<file path="src/rtl/wb_stage_if.sv">
// Writeback stage bundle: M/WB entry handshake, memory load response,
// register-file write port, pending-load tag and retire counter.
//   master : drives the M/WB entry and the memory response, observes the rest
//   slave  : the writeback stage itself
interface wb_stage_if #(
    parameter int unsigned XLEN  = 32,
    parameter int unsigned CNT_W = 32
);
    // M/WB entry
    logic             in_valid;
    logic             in_ready;
    logic             in_reg_wr;
    logic [4:0]       in_reg_wnum;
    logic [1:0]       in_src;
    logic [XLEN-1:0]  in_aluresult;
    logic [XLEN-1:0]  in_pc_plus4;
    logic [XLEN-1:0]  in_csr_rdata;
    logic [2:0]       in_funct3;
    // Memory load response
    logic             mem_rvalid;
    logic [XLEN-1:0]  mem_rdata;
    // Register-file write / forwarding
    logic             reg_wen;
    logic [4:0]       reg_wnum;
    logic [XLEN-1:0]  rwdata;
    // Hazard tag and retire counter
    logic             pend_valid;
    logic [4:0]       pend_num;
    logic [CNT_W-1:0] retire_cnt;

    modport master (
        output in_valid, in_reg_wr, in_reg_wnum, in_src, in_aluresult,
               in_pc_plus4, in_csr_rdata, in_funct3, mem_rvalid, mem_rdata,
        input  in_ready, reg_wen, reg_wnum, rwdata, pend_valid, pend_num,
               retire_cnt
    );

    modport slave (
        input  in_valid, in_reg_wr, in_reg_wnum, in_src, in_aluresult,
               in_pc_plus4, in_csr_rdata, in_funct3, mem_rvalid, mem_rdata,
        output in_ready, reg_wen, reg_wnum, rwdata, pend_valid, pend_num,
               retire_cnt
    );
endinterface

</file>
<file path="src/rtl/wb_stage.sv">
// Registered writeback stage for the rv32/rv64 core.
// Accepts one retiring instruction per handshake, selects ALU / load / PC+4 /
// CSR as the result, waits for the memory response on loads, aligns and
// extends the loaded data, issues a one-cycle register-file write, exposes a
// pending-load tag for hazard logic and counts retired instructions.
// Ports:
//   clk  - clock
//   rst  - synchronous active-high reset
//   bus  - wb_stage_if slave modport (entry handshake, memory response,
//          register-file write, pending tag, retire counter)
module wb_stage #(
    parameter int unsigned XLEN  = 32,
    parameter int unsigned CNT_W = 32,
    parameter int unsigned OFF_W = $clog2(XLEN / 8)
) (
    input logic        clk,
    input logic        rst,
    wb_stage_if.slave  bus
);
    localparam logic [1:0] SrcAlu  = 2'd0;
    localparam logic [1:0] SrcLoad = 2'd1;
    localparam logic [1:0] SrcPc4  = 2'd2;

    typedef enum logic [0:0] {StIdle, StWaitMem} state_e;

    state_e           state_q, state_d;
    logic             ld_wr_q, ld_wr_d;
    logic [4:0]       ld_wnum_q, ld_wnum_d;
    logic [2:0]       ld_funct3_q, ld_funct3_d;
    logic [OFF_W-1:0] ld_off_q, ld_off_d;
    logic             reg_wen_q, reg_wen_d;
    logic [4:0]       reg_wnum_q, reg_wnum_d;
    logic [XLEN-1:0]  rwdata_q, rwdata_d;
    logic [CNT_W-1:0] retire_q, retire_d;

    logic [XLEN-1:0]  sel_data;
    logic [XLEN-1:0]  load_data;
    logic [OFF_W-1:0] off_h, off_w;

    // Non-load result mux
    always_comb begin
        sel_data = bus.in_aluresult;
        if (bus.in_src == SrcPc4) begin
            sel_data = bus.in_pc_plus4;
        end else if (bus.in_src != SrcAlu) begin
            sel_data = bus.in_csr_rdata;
        end
    end

    // Misaligned halves/words are treated as aligned down to their natural boundary
    assign off_h = ld_off_q & ~OFF_W'(1);
    assign off_w = ld_off_q & ~OFF_W'(3);

    always_comb begin
        load_data = '0;
        case (ld_funct3_q)
            3'b000: load_data = XLEN'(signed'(bus.mem_rdata[{ld_off_q, 3'b000} +: 8]));
            3'b100: load_data = XLEN'(bus.mem_rdata[{ld_off_q, 3'b000} +: 8]);
            3'b001: load_data = XLEN'(signed'(bus.mem_rdata[{off_h, 3'b000} +: 16]));
            3'b101: load_data = XLEN'(bus.mem_rdata[{off_h, 3'b000} +: 16]);
            3'b010: load_data = XLEN'(signed'(bus.mem_rdata[{off_w, 3'b000} +: 32]));
            3'b110: begin
                if (XLEN == 64) load_data = XLEN'(bus.mem_rdata[{off_w, 3'b000} +: 32]);
            end
            3'b011: begin
                if (XLEN == 64) load_data = bus.mem_rdata;
            end
            default: load_data = '0;
        endcase
    end

    always_comb begin
        state_d     = state_q;
        ld_wr_d     = ld_wr_q;
        ld_wnum_d   = ld_wnum_q;
        ld_funct3_d = ld_funct3_q;
        ld_off_d    = ld_off_q;
        reg_wen_d   = 1'b0;
        reg_wnum_d  = reg_wnum_q;
        rwdata_d    = rwdata_q;
        retire_d    = retire_q;

        case (state_q)
            StIdle: begin
                if (bus.in_valid) begin
                    if (bus.in_src == SrcLoad) begin
                        ld_wr_d     = bus.in_reg_wr;
                        ld_wnum_d   = bus.in_reg_wnum;
                        ld_funct3_d = bus.in_funct3;
                        ld_off_d    = bus.in_aluresult[OFF_W-1:0];
                        state_d     = StWaitMem;
                    end else begin
                        retire_d = retire_q + CNT_W'(1);
                        // x0 writes retire but leave the write port untouched
                        if (bus.in_reg_wr && (bus.in_reg_wnum != 5'd0)) begin
                            reg_wen_d  = 1'b1;
                            reg_wnum_d = bus.in_reg_wnum;
                            rwdata_d   = sel_data;
                        end
                    end
                end
            end
            StWaitMem: begin
                if (bus.mem_rvalid) begin
                    retire_d = retire_q + CNT_W'(1);
                    state_d  = StIdle;
                    if (ld_wr_q && (ld_wnum_q != 5'd0)) begin
                        reg_wen_d  = 1'b1;
                        reg_wnum_d = ld_wnum_q;
                        rwdata_d   = load_data;
                    end
                end
            end
            default: state_d = StIdle;
        endcase
    end

    always_ff @(posedge clk) begin
        if (rst) begin
            state_q     <= StIdle;
            ld_wr_q     <= 1'b0;
            ld_wnum_q   <= '0;
            ld_funct3_q <= '0;
            ld_off_q    <= '0;
            reg_wen_q   <= 1'b0;
            reg_wnum_q  <= '0;
            rwdata_q    <= '0;
            retire_q    <= '0;
        end else begin
            state_q     <= state_d;
            ld_wr_q     <= ld_wr_d;
            ld_wnum_q   <= ld_wnum_d;
            ld_funct3_q <= ld_funct3_d;
            ld_off_q    <= ld_off_d;
            reg_wen_q   <= reg_wen_d;
            reg_wnum_q  <= reg_wnum_d;
            rwdata_q    <= rwdata_d;
            retire_q    <= retire_d;
        end
    end

    assign bus.in_ready   = (state_q == StIdle);
    assign bus.reg_wen    = reg_wen_q;
    assign bus.reg_wnum   = reg_wnum_q;
    assign bus.rwdata     = rwdata_q;
    // Tag drops automatically once the completion moves the state back to idle
    assign bus.pend_valid = (state_q == StWaitMem) && ld_wr_q && (ld_wnum_q != 5'd0);
    assign bus.pend_num   = ld_wnum_q;
    assign bus.retire_cnt = retire_q;
endmodule

</file>
<file path="src/flat_wrapper.sv">
// flat-port wrapper written by rule: the top's interface ports become plain ports
module wb_stage_flat 
#(
    parameter int unsigned XLEN  = 32,
    parameter int unsigned CNT_W = 32,
    parameter int unsigned OFF_W = $clog2(XLEN / 8)
)
  (clk, rst, bus_in_valid, bus_in_reg_wr, bus_in_reg_wnum, bus_in_src, bus_in_aluresult, bus_in_pc_plus4, bus_in_csr_rdata, bus_in_funct3, bus_mem_rvalid, bus_mem_rdata, bus_in_ready, bus_reg_wen, bus_reg_wnum, bus_rwdata, bus_pend_valid, bus_pend_num, bus_retire_cnt);
  wb_stage_if #(.XLEN(XLEN), .CNT_W(CNT_W)) bus_i ();
  input logic clk;
  input logic rst;
  input wire logic [$bits(bus_i.in_valid)-1:0] bus_in_valid;
  input wire logic [$bits(bus_i.in_reg_wr)-1:0] bus_in_reg_wr;
  input wire logic [$bits(bus_i.in_reg_wnum)-1:0] bus_in_reg_wnum;
  input wire logic [$bits(bus_i.in_src)-1:0] bus_in_src;
  input wire logic [$bits(bus_i.in_aluresult)-1:0] bus_in_aluresult;
  input wire logic [$bits(bus_i.in_pc_plus4)-1:0] bus_in_pc_plus4;
  input wire logic [$bits(bus_i.in_csr_rdata)-1:0] bus_in_csr_rdata;
  input wire logic [$bits(bus_i.in_funct3)-1:0] bus_in_funct3;
  input wire logic [$bits(bus_i.mem_rvalid)-1:0] bus_mem_rvalid;
  input wire logic [$bits(bus_i.mem_rdata)-1:0] bus_mem_rdata;
  output wire logic [$bits(bus_i.in_ready)-1:0] bus_in_ready;
  output wire logic [$bits(bus_i.reg_wen)-1:0] bus_reg_wen;
  output wire logic [$bits(bus_i.reg_wnum)-1:0] bus_reg_wnum;
  output wire logic [$bits(bus_i.rwdata)-1:0] bus_rwdata;
  output wire logic [$bits(bus_i.pend_valid)-1:0] bus_pend_valid;
  output wire logic [$bits(bus_i.pend_num)-1:0] bus_pend_num;
  output wire logic [$bits(bus_i.retire_cnt)-1:0] bus_retire_cnt;
  assign bus_i.in_valid = bus_in_valid;
  assign bus_i.in_reg_wr = bus_in_reg_wr;
  assign bus_i.in_reg_wnum = bus_in_reg_wnum;
  assign bus_i.in_src = bus_in_src;
  assign bus_i.in_aluresult = bus_in_aluresult;
  assign bus_i.in_pc_plus4 = bus_in_pc_plus4;
  assign bus_i.in_csr_rdata = bus_in_csr_rdata;
  assign bus_i.in_funct3 = bus_in_funct3;
  assign bus_i.mem_rvalid = bus_mem_rvalid;
  assign bus_i.mem_rdata = bus_mem_rdata;
  assign bus_in_ready = bus_i.in_ready;
  assign bus_reg_wen = bus_i.reg_wen;
  assign bus_reg_wnum = bus_i.reg_wnum;
  assign bus_rwdata = bus_i.rwdata;
  assign bus_pend_valid = bus_i.pend_valid;
  assign bus_pend_num = bus_i.pend_num;
  assign bus_retire_cnt = bus_i.retire_cnt;
  wb_stage #(.XLEN(XLEN), .CNT_W(CNT_W), .OFF_W(OFF_W)) u_core (.clk(clk), .rst(rst), .bus(bus_i));
endmodule
</file>
<file path="config.mk">
export PLATFORM = sky130hd
export DESIGN_NAME = wb_stage_flat
export DESIGN_NICKNAME = d
export VERILOG_FILES = /design/src/rtl/wb_stage_if.sv /design/src/rtl/wb_stage.sv /design/src/flat_wrapper.sv
export SDC_FILE = /design/constraint.sdc
export NUM_CORES = 1
export LEC_CHECK = 0
export ABC_AREA = 1
export ABC_CLOCK_PERIOD_IN_PS = 1720
export CAP_MARGIN = 20
export CORE_AREA = 2 2 138 140
export CTS_CLUSTER_SIZE = 25
export DETAILED_ROUTE_END_ITERATION = 12
export DIE_AREA = 0 0 140 142
export GPL_TIMING_DRIVEN = 0
export HOLD_SLACK_MARGIN = 0.08
export PLACE_DENSITY_LB_ADDON = 0.3
export SLEW_MARGIN = 30
export SYNTH_ARGS = -nofsm -noshare
export SYNTH_HDL_FRONTEND = slang
export SYNTH_SLANG_ARGS = --single-unit
</file>
<file path="constraint.sdc">
create_clock -name clk -period 1.72 [get_ports clk]
set_input_delay 0.344 -clock clk [delete_from_list [all_inputs] [get_ports clk]]
set_output_delay 0.344 -clock clk [all_outputs]
set_load 0.03 [all_outputs]
</file>
Yosys cells after proc, flatten, opt, wreduce, memory -nomap -nowiden

Index checks and enable logic that the tools add are counted.

Flip-flop bits (word level): 82
Latch bits: 0
Memory bits (writable): 0
Bits in read-only memories: 0
Bits of input ports: 143
Memories: 0

$add $sub $neg: 1
Multipliers: 0
Div/mod/pow operators: 0
Order comparisons: 0
Equal/unequal tests: 11
Shift operators: 2
Mux-type cells: 29
Bitwise gates (word level): 1
Reduce and logical (&&, ||, !) cells: 11

Operators by type and width:

| operator                                                                | count |
|---|---|
| 32-bit two-way mux                                                      | 10 |
| 32-bit case mux with 5 select lines                                     | 1 |
| 32-bit case mux with 2 select lines                                     | 2 |
| 32-bit by 1-bit adder with 32-bit output, second input constant         | 1 |
| 32-bit by 6-bit indexed part select with 16-bit output                  | 1 |
| 32-bit by 6-bit indexed part select with 8-bit output                   | 1 |
| 5-bit two-way mux                                                       | 5 |
| 5-bit case mux with 2 select lines                                      | 1 |
| 5-bit nonzero test                                                      | 2 |
| 1-bit two-way mux                                                       | 8 |
| 2-bit inequality test, second input constant                            | 4 |
| 3-bit == test, second input constant                                    | 2 |
| 3-bit AND reduction                                                     | 2 |
| 5-bit AND reduction                                                     | 1 |
| 1-bit logical AND                                                       | 4 |
| 1-bit case mux with 2 select lines                                      | 2 |
| 3-bit by 1-bit == test with 1-bit output, second input constant         | 1 |
| 3-bit by 2-bit == test with 1-bit output, second input constant         | 1 |
| 3-bit zero test                                                         | 1 |
| 2-bit by 1-bit == test with 1-bit output, second input constant         | 1 |
| 2-bit == test, second input constant                                    | 1 |
| 2-bit by 1-bit inequality test with 1-bit output, second input constant | 1 |
| 2-bit nonzero test                                                      | 1 |
| 1-bit inverter                                                          | 1 |

Depth between registers and ports, before layout

Depth in word-level cells: 7
Depth in mapped cells: 10
Mapped depth without buffers: 10

Worst setup path before layout

No wires, ideal clock.

Path type: reg-to-reg
From: reg u_core.retire_q[1], in the netlist u_core.bus.retire_cnt[1]
To: reg u_core.retire_q[16], in the netlist u_core.bus.retire_cnt[16]
Setup time: 0.116 ns
Data arrival time: 1.611 ns
Path slack: -0.007 ns
Stages on the path, launching flop included: 9
Path buffers: 0
Period minus slack after synthesis: 1.727 ns
Path through: dfxtp_1 ha_1 nand3_1 nor2_1 nand2_1 nor2_4 nand3_1 o21ai_0 nor2_1

Longest elaborated chain between the ends: 4
Elaborated cells between the ends (all ways): 5
Those cells by class: add/sub: 1; mux: 4

Ends and longest elaborated chain:

| item                                       | line                            | text |
|---|---|---|
| start: declaration                         | wb_stage.sv:34                  | `logic [CNT_W-1:0] retire_q, retire_d;` |
| start signal: assignment                   | wb_stage.sv:138                 | `retire_q <= retire_d;` |
| 32-bit by 1-bit adder with 32-bit output * | wb_stage.sv:93, wb_stage.sv:105 |  |
| 32-bit two-way mux                         | wb_stage.sv:86                  | `if (bus.in_src == SrcLoad) begin` |
| 32-bit two-way mux                         | wb_stage.sv:85                  | `if (bus.in_valid) begin` |
| 32-bit case mux with 2 select lines *      | wb_stage.sv:83                  | `case (state_q)` |

Every way passes the cells marked *; elsewhere a longest branch is shown, timed or not. The select of a mux whose other input is x is not followed.
A chain may end at the register's enable or synchronous reset.

Worst setup path after layout

From: reg u_core.rwdata_q[9], in the netlist u_core.bus.rwdata[9]
To: out bus_rwdata[9]

RTL lines:

| item                     | line               | text |
|---|---|---|
| start: declaration       | wb_stage.sv:33     | `logic [XLEN-1:0] rwdata_q, rwdata_d;` |
| start signal: assignment | wb_stage.sv:137    | `rwdata_q <= rwdata_d;` |
| end: declaration         | flat_wrapper.sv:25 | `output wire logic [$bits(bus_i.rwdata)-1:0] bus_rwdata;` |

No word-level cell between the ends.

==> impl_metrics.tcl <==
set metrics [dict create \
    status "finished with violations" \
    violations "DRC" \
    antenna_found_initial 4 \
    synth_edf_count 0 \
    vias_per_cell 4.751 \
    dp_cells 1409 \
    p_leak_nw 3.824 \
    h-tree-depth 3 \
    hold_violations 0 \
    pwr_density_cell_nw_per_um2 670.7 \
    totalWireLength_mm 21.82 \
    fillCellCount 1950 \
    cp-start-kind "flip-flop" \
    intPower_mw 3.813 \
    holdWs_ns 0.4794 \
    die_area_um2 19880 \
    hpwl_mm 17.28 \
    cp.buffers_inverters 1 \
    synth_area_um2 5438 \
    cts_tree "yes" \
    slew_viol_final 0 \
    swShare_pct 31.51 \
    vdd.ir_drop.worst_v 0.0004758 \
    clk_pin_slew_worst_paths_ns 0.07 \
    drc_errors 11 \
    cts_buffers 9 \
    critical-path-slowest-cell "clkdlybuf4s50_1" \
    drtAntennaViolNets 0 \
    coreArea_um2 18460 \
    async_flop_share_pct 0 \
    cts.sinks 82 \
    holdBufCountCts 0 \
    yosysWarnings 0 \
    clk_latency_ns 0.36 \
    grt_max_degree 16 \
    final_nets 1330 \
    critical_path_required_ns 1.38 \
    synth_cell_types 33 \
    die_x_um 140 \
    synth-seq-area-share_pct 30.19 \
    final_layout_size_suffix_gt1_share_pct 7.305 \
    cp-end-kind "primary output" \
    area_growth_pct 52.65 \
    cpLargestDelayFamily "buffers and inverters" \
    drtPass1Iterations 9 \
    yosys_register_bits 82 \
    ctsRootBufferMaster "clkbuf_16" \
    via_count 6785 \
    fin_cells 1428 \
    finalCritPeriodShare_pct 98.22 \
    crit_arrival_ns 1.35 \
    rsz0062_at_grt "true" \
    start_util_pct 29.46 \
    pwr-share-seq_pct 36.7 \
    critPathMaxFanout 2 \
    tightestPinTransition_ns 0.6775 \
    boundaryPins 220 \
    grt.overflow.total 0 \
    synth_area_per_cell_um2 5.682 \
    port_buffers 218 \
    final_common_cell "nand2_1" \
    clkPwrFrac_pct 37.6 \
    cpPeakStageDelay_ns 0.66 \
    rows 50 \
    max-slew-margin-rel_pct 54.83 \
    power_frac_comb_pct 25.7 \
    dr.first_iter.drc_count 484 \
    syn_inst 957 \
    fmax_mhz 592.0 \
    setup-violations-final 0 \
    grt.total_usage_pct 21.99 \
    min_period_ns 1.689 \
    grt_first_pass_wirelength_mm 34.02 \
    power.switching_mw 1.754 \
    clock_path_buffers 2 \
    syn_nets 1101 \
    path_cells "clkdlybuf4s50_1" \
    final_cell_mix "386 x nand2_1, 143 x clkdlybuf4s50_1, 96 x nor2_1" \
    finClkSkew_ns 0.01716 \
    synthFlopType "dfxtp_1" \
    globalplace.congestion 0.9317 \
    wl_per_cell_um 15.28 \
    path_class "flip-flop to primary output" \
    dieHeight_um 142 \
    drv_cap 0 \
    hold_class "flip-flop to flip-flop" \
    grt_pass1_vias 6305 \
]
## area by class of cell
| cell class | count | area [um2] | area share (%) |
|---|---|---|---|
| multi-input cells | 736 | 3287 | 39.60 |
| repair buffers | 219 | 2113 | 25.46 |
| flip-flops and latches | 82 | 1647 | 19.84 |
| inverters | 92 | 351.6 | 4.236 |
| well taps | 234 | 292.8 | 3.527 |
| plain buffers | 46 | 290.3 | 3.497 |
| clock buffers | 10 | 239.0 | 2.879 |
| clock inverters | 6 | 72.57 | 0.8743 |
| diodes | 3 | 7.507 | 0.09044 |
## kinds of logic (layout without fill, tap and decap cells)
group / after synthesis / count (layout) / synth area share [%]
AND/OR/NAND/NOR: 582 / 582 / 43.74
AO/OA/AOI/OAI: 152 / 152 / 15.00
buffers and inverters: 139 / 373 / 10.68
flip-flops: 82 / 82 / 30.19
adder cells (fa/ha/maj): 1 / 1 / 0.2301
XOR/XNOR: 1 / 1 / 0.1611
other: 0 / 3 / 0
## per-layer routing
layer | vias to the layer above | global-route usage [%] | wire (um)
li1 | 3498 | - | -
met1 | 2992 | 29.89 | 10090
met2 | 256 | 34.12 | 9547
met3 | 37 | 4.812 | 1484
met4 | 2 | 8.559 | 682
met5 | - | 0 | 13
## registers in the layout, summed over array words and instances, names as in the netlist
register               count
u_core.bus.pend_num        5
u_core.bus.reg_wen         1
u_core.bus.reg_wnum        5
u_core.bus.retire_cnt     32
u_core.bus.rwdata         32
u_core.ld_funct3_q         3
u_core.ld_off_q            2
u_core.ld_wr_q             1
u_core.state_q             1
## Yosys cell counts (4+ instances only)
| master | count | area share [%] |
|---|---|---|
| a21oi_1 | 80 | 7.4 |
| a22oi_1 | 21 | 2.9 |
| buf_2 | 23 | 2.1 |
| buf_4 | 5 | 0.69 |
| clkbuf_1 | 15 | 1.0 |
| dfxtp_1 | 82 | 30 |
| inv_1 | 86 | 5.9 |
| nand2_1 | 387 | 27 |
| nand3_1 | 64 | 5.9 |
| nand4_1 | 4 | 0.46 |
| nor2_1 | 101 | 7.0 |
| nor2_4 | 4 | 0.83 |
| nor3_1 | 8 | 0.74 |
| o21ai_0 | 48 | 4.4 |
## power by group through the flow
stage / sequential, mW / combinational, mW / clock (mW)
6_report: 2.04 / 1.43 / 2.09
5_1_grt: 2.05 / 1.57 / 2.21
4_1_cts: 2.04 / 1.40 / 2.13
3_5_place_dp: 2.08 / 1.43 / 0
3_3_place_gp: 2.08 / 1.42 / 0
2_1_floorplan: 2.23 / 0.572 / 0
## final timing paths
kind	start	to	slack [ns]	depth (start not counted)
min	u_core.bus.reg_wnum[3]$_SDFFE_PP0P_	u_core.bus.reg_wnum[3]$_SDFFE_PP0P_	0.48	2
max	u_core.bus.rwdata[9]$_SDFFE_PP0P_	bus_rwdata[9]	0.03	1
min reg2reg	u_core.bus.reg_wnum[3]$_SDFFE_PP0P_	u_core.bus.reg_wnum[3]$_SDFFE_PP0P_	0.48	2
max reg2reg	u_core.state_q$_SDFF_PP0_	u_core.bus.rwdata[29]$_SDFFE_PP0P_	0.08	9
## metrics by stage
| step | setup TNS (ns) | power, mW | instance area, um2 | setup WS, ns | utilization [%] |
|---|---|---|---|---|---|
| global placement | -19.56 | 3.502 | 7915 | -0.3736 | 42.89 |
| global route | -0.03292 | 5.831 | 8300 | -0.01320 | 44.98 |
| floorplan | 0 | 2.806 | 5440 | 0.1349 | - |
| CTS | -0.01385 | 5.565 | 8154 | -0.01385 | 44.18 |
| detailed placement | -21.04 | 3.512 | 7915 | -0.4069 | 42.89 |
| finish | 0 | 5.567 | 8300 | 0.03068 | 44.98 |
## repair_timing
| action | in CTS | in global routing |
|---|---|---|
| buffers inserted | 0 | 1 |
| resized for setup | 86 | 51 |
| endpoints found under the setup margin | 84 | 67 |
| hold endpoints to repair | 0 | 0 |
No activity file was read; power rests on OpenSTA's default activity.
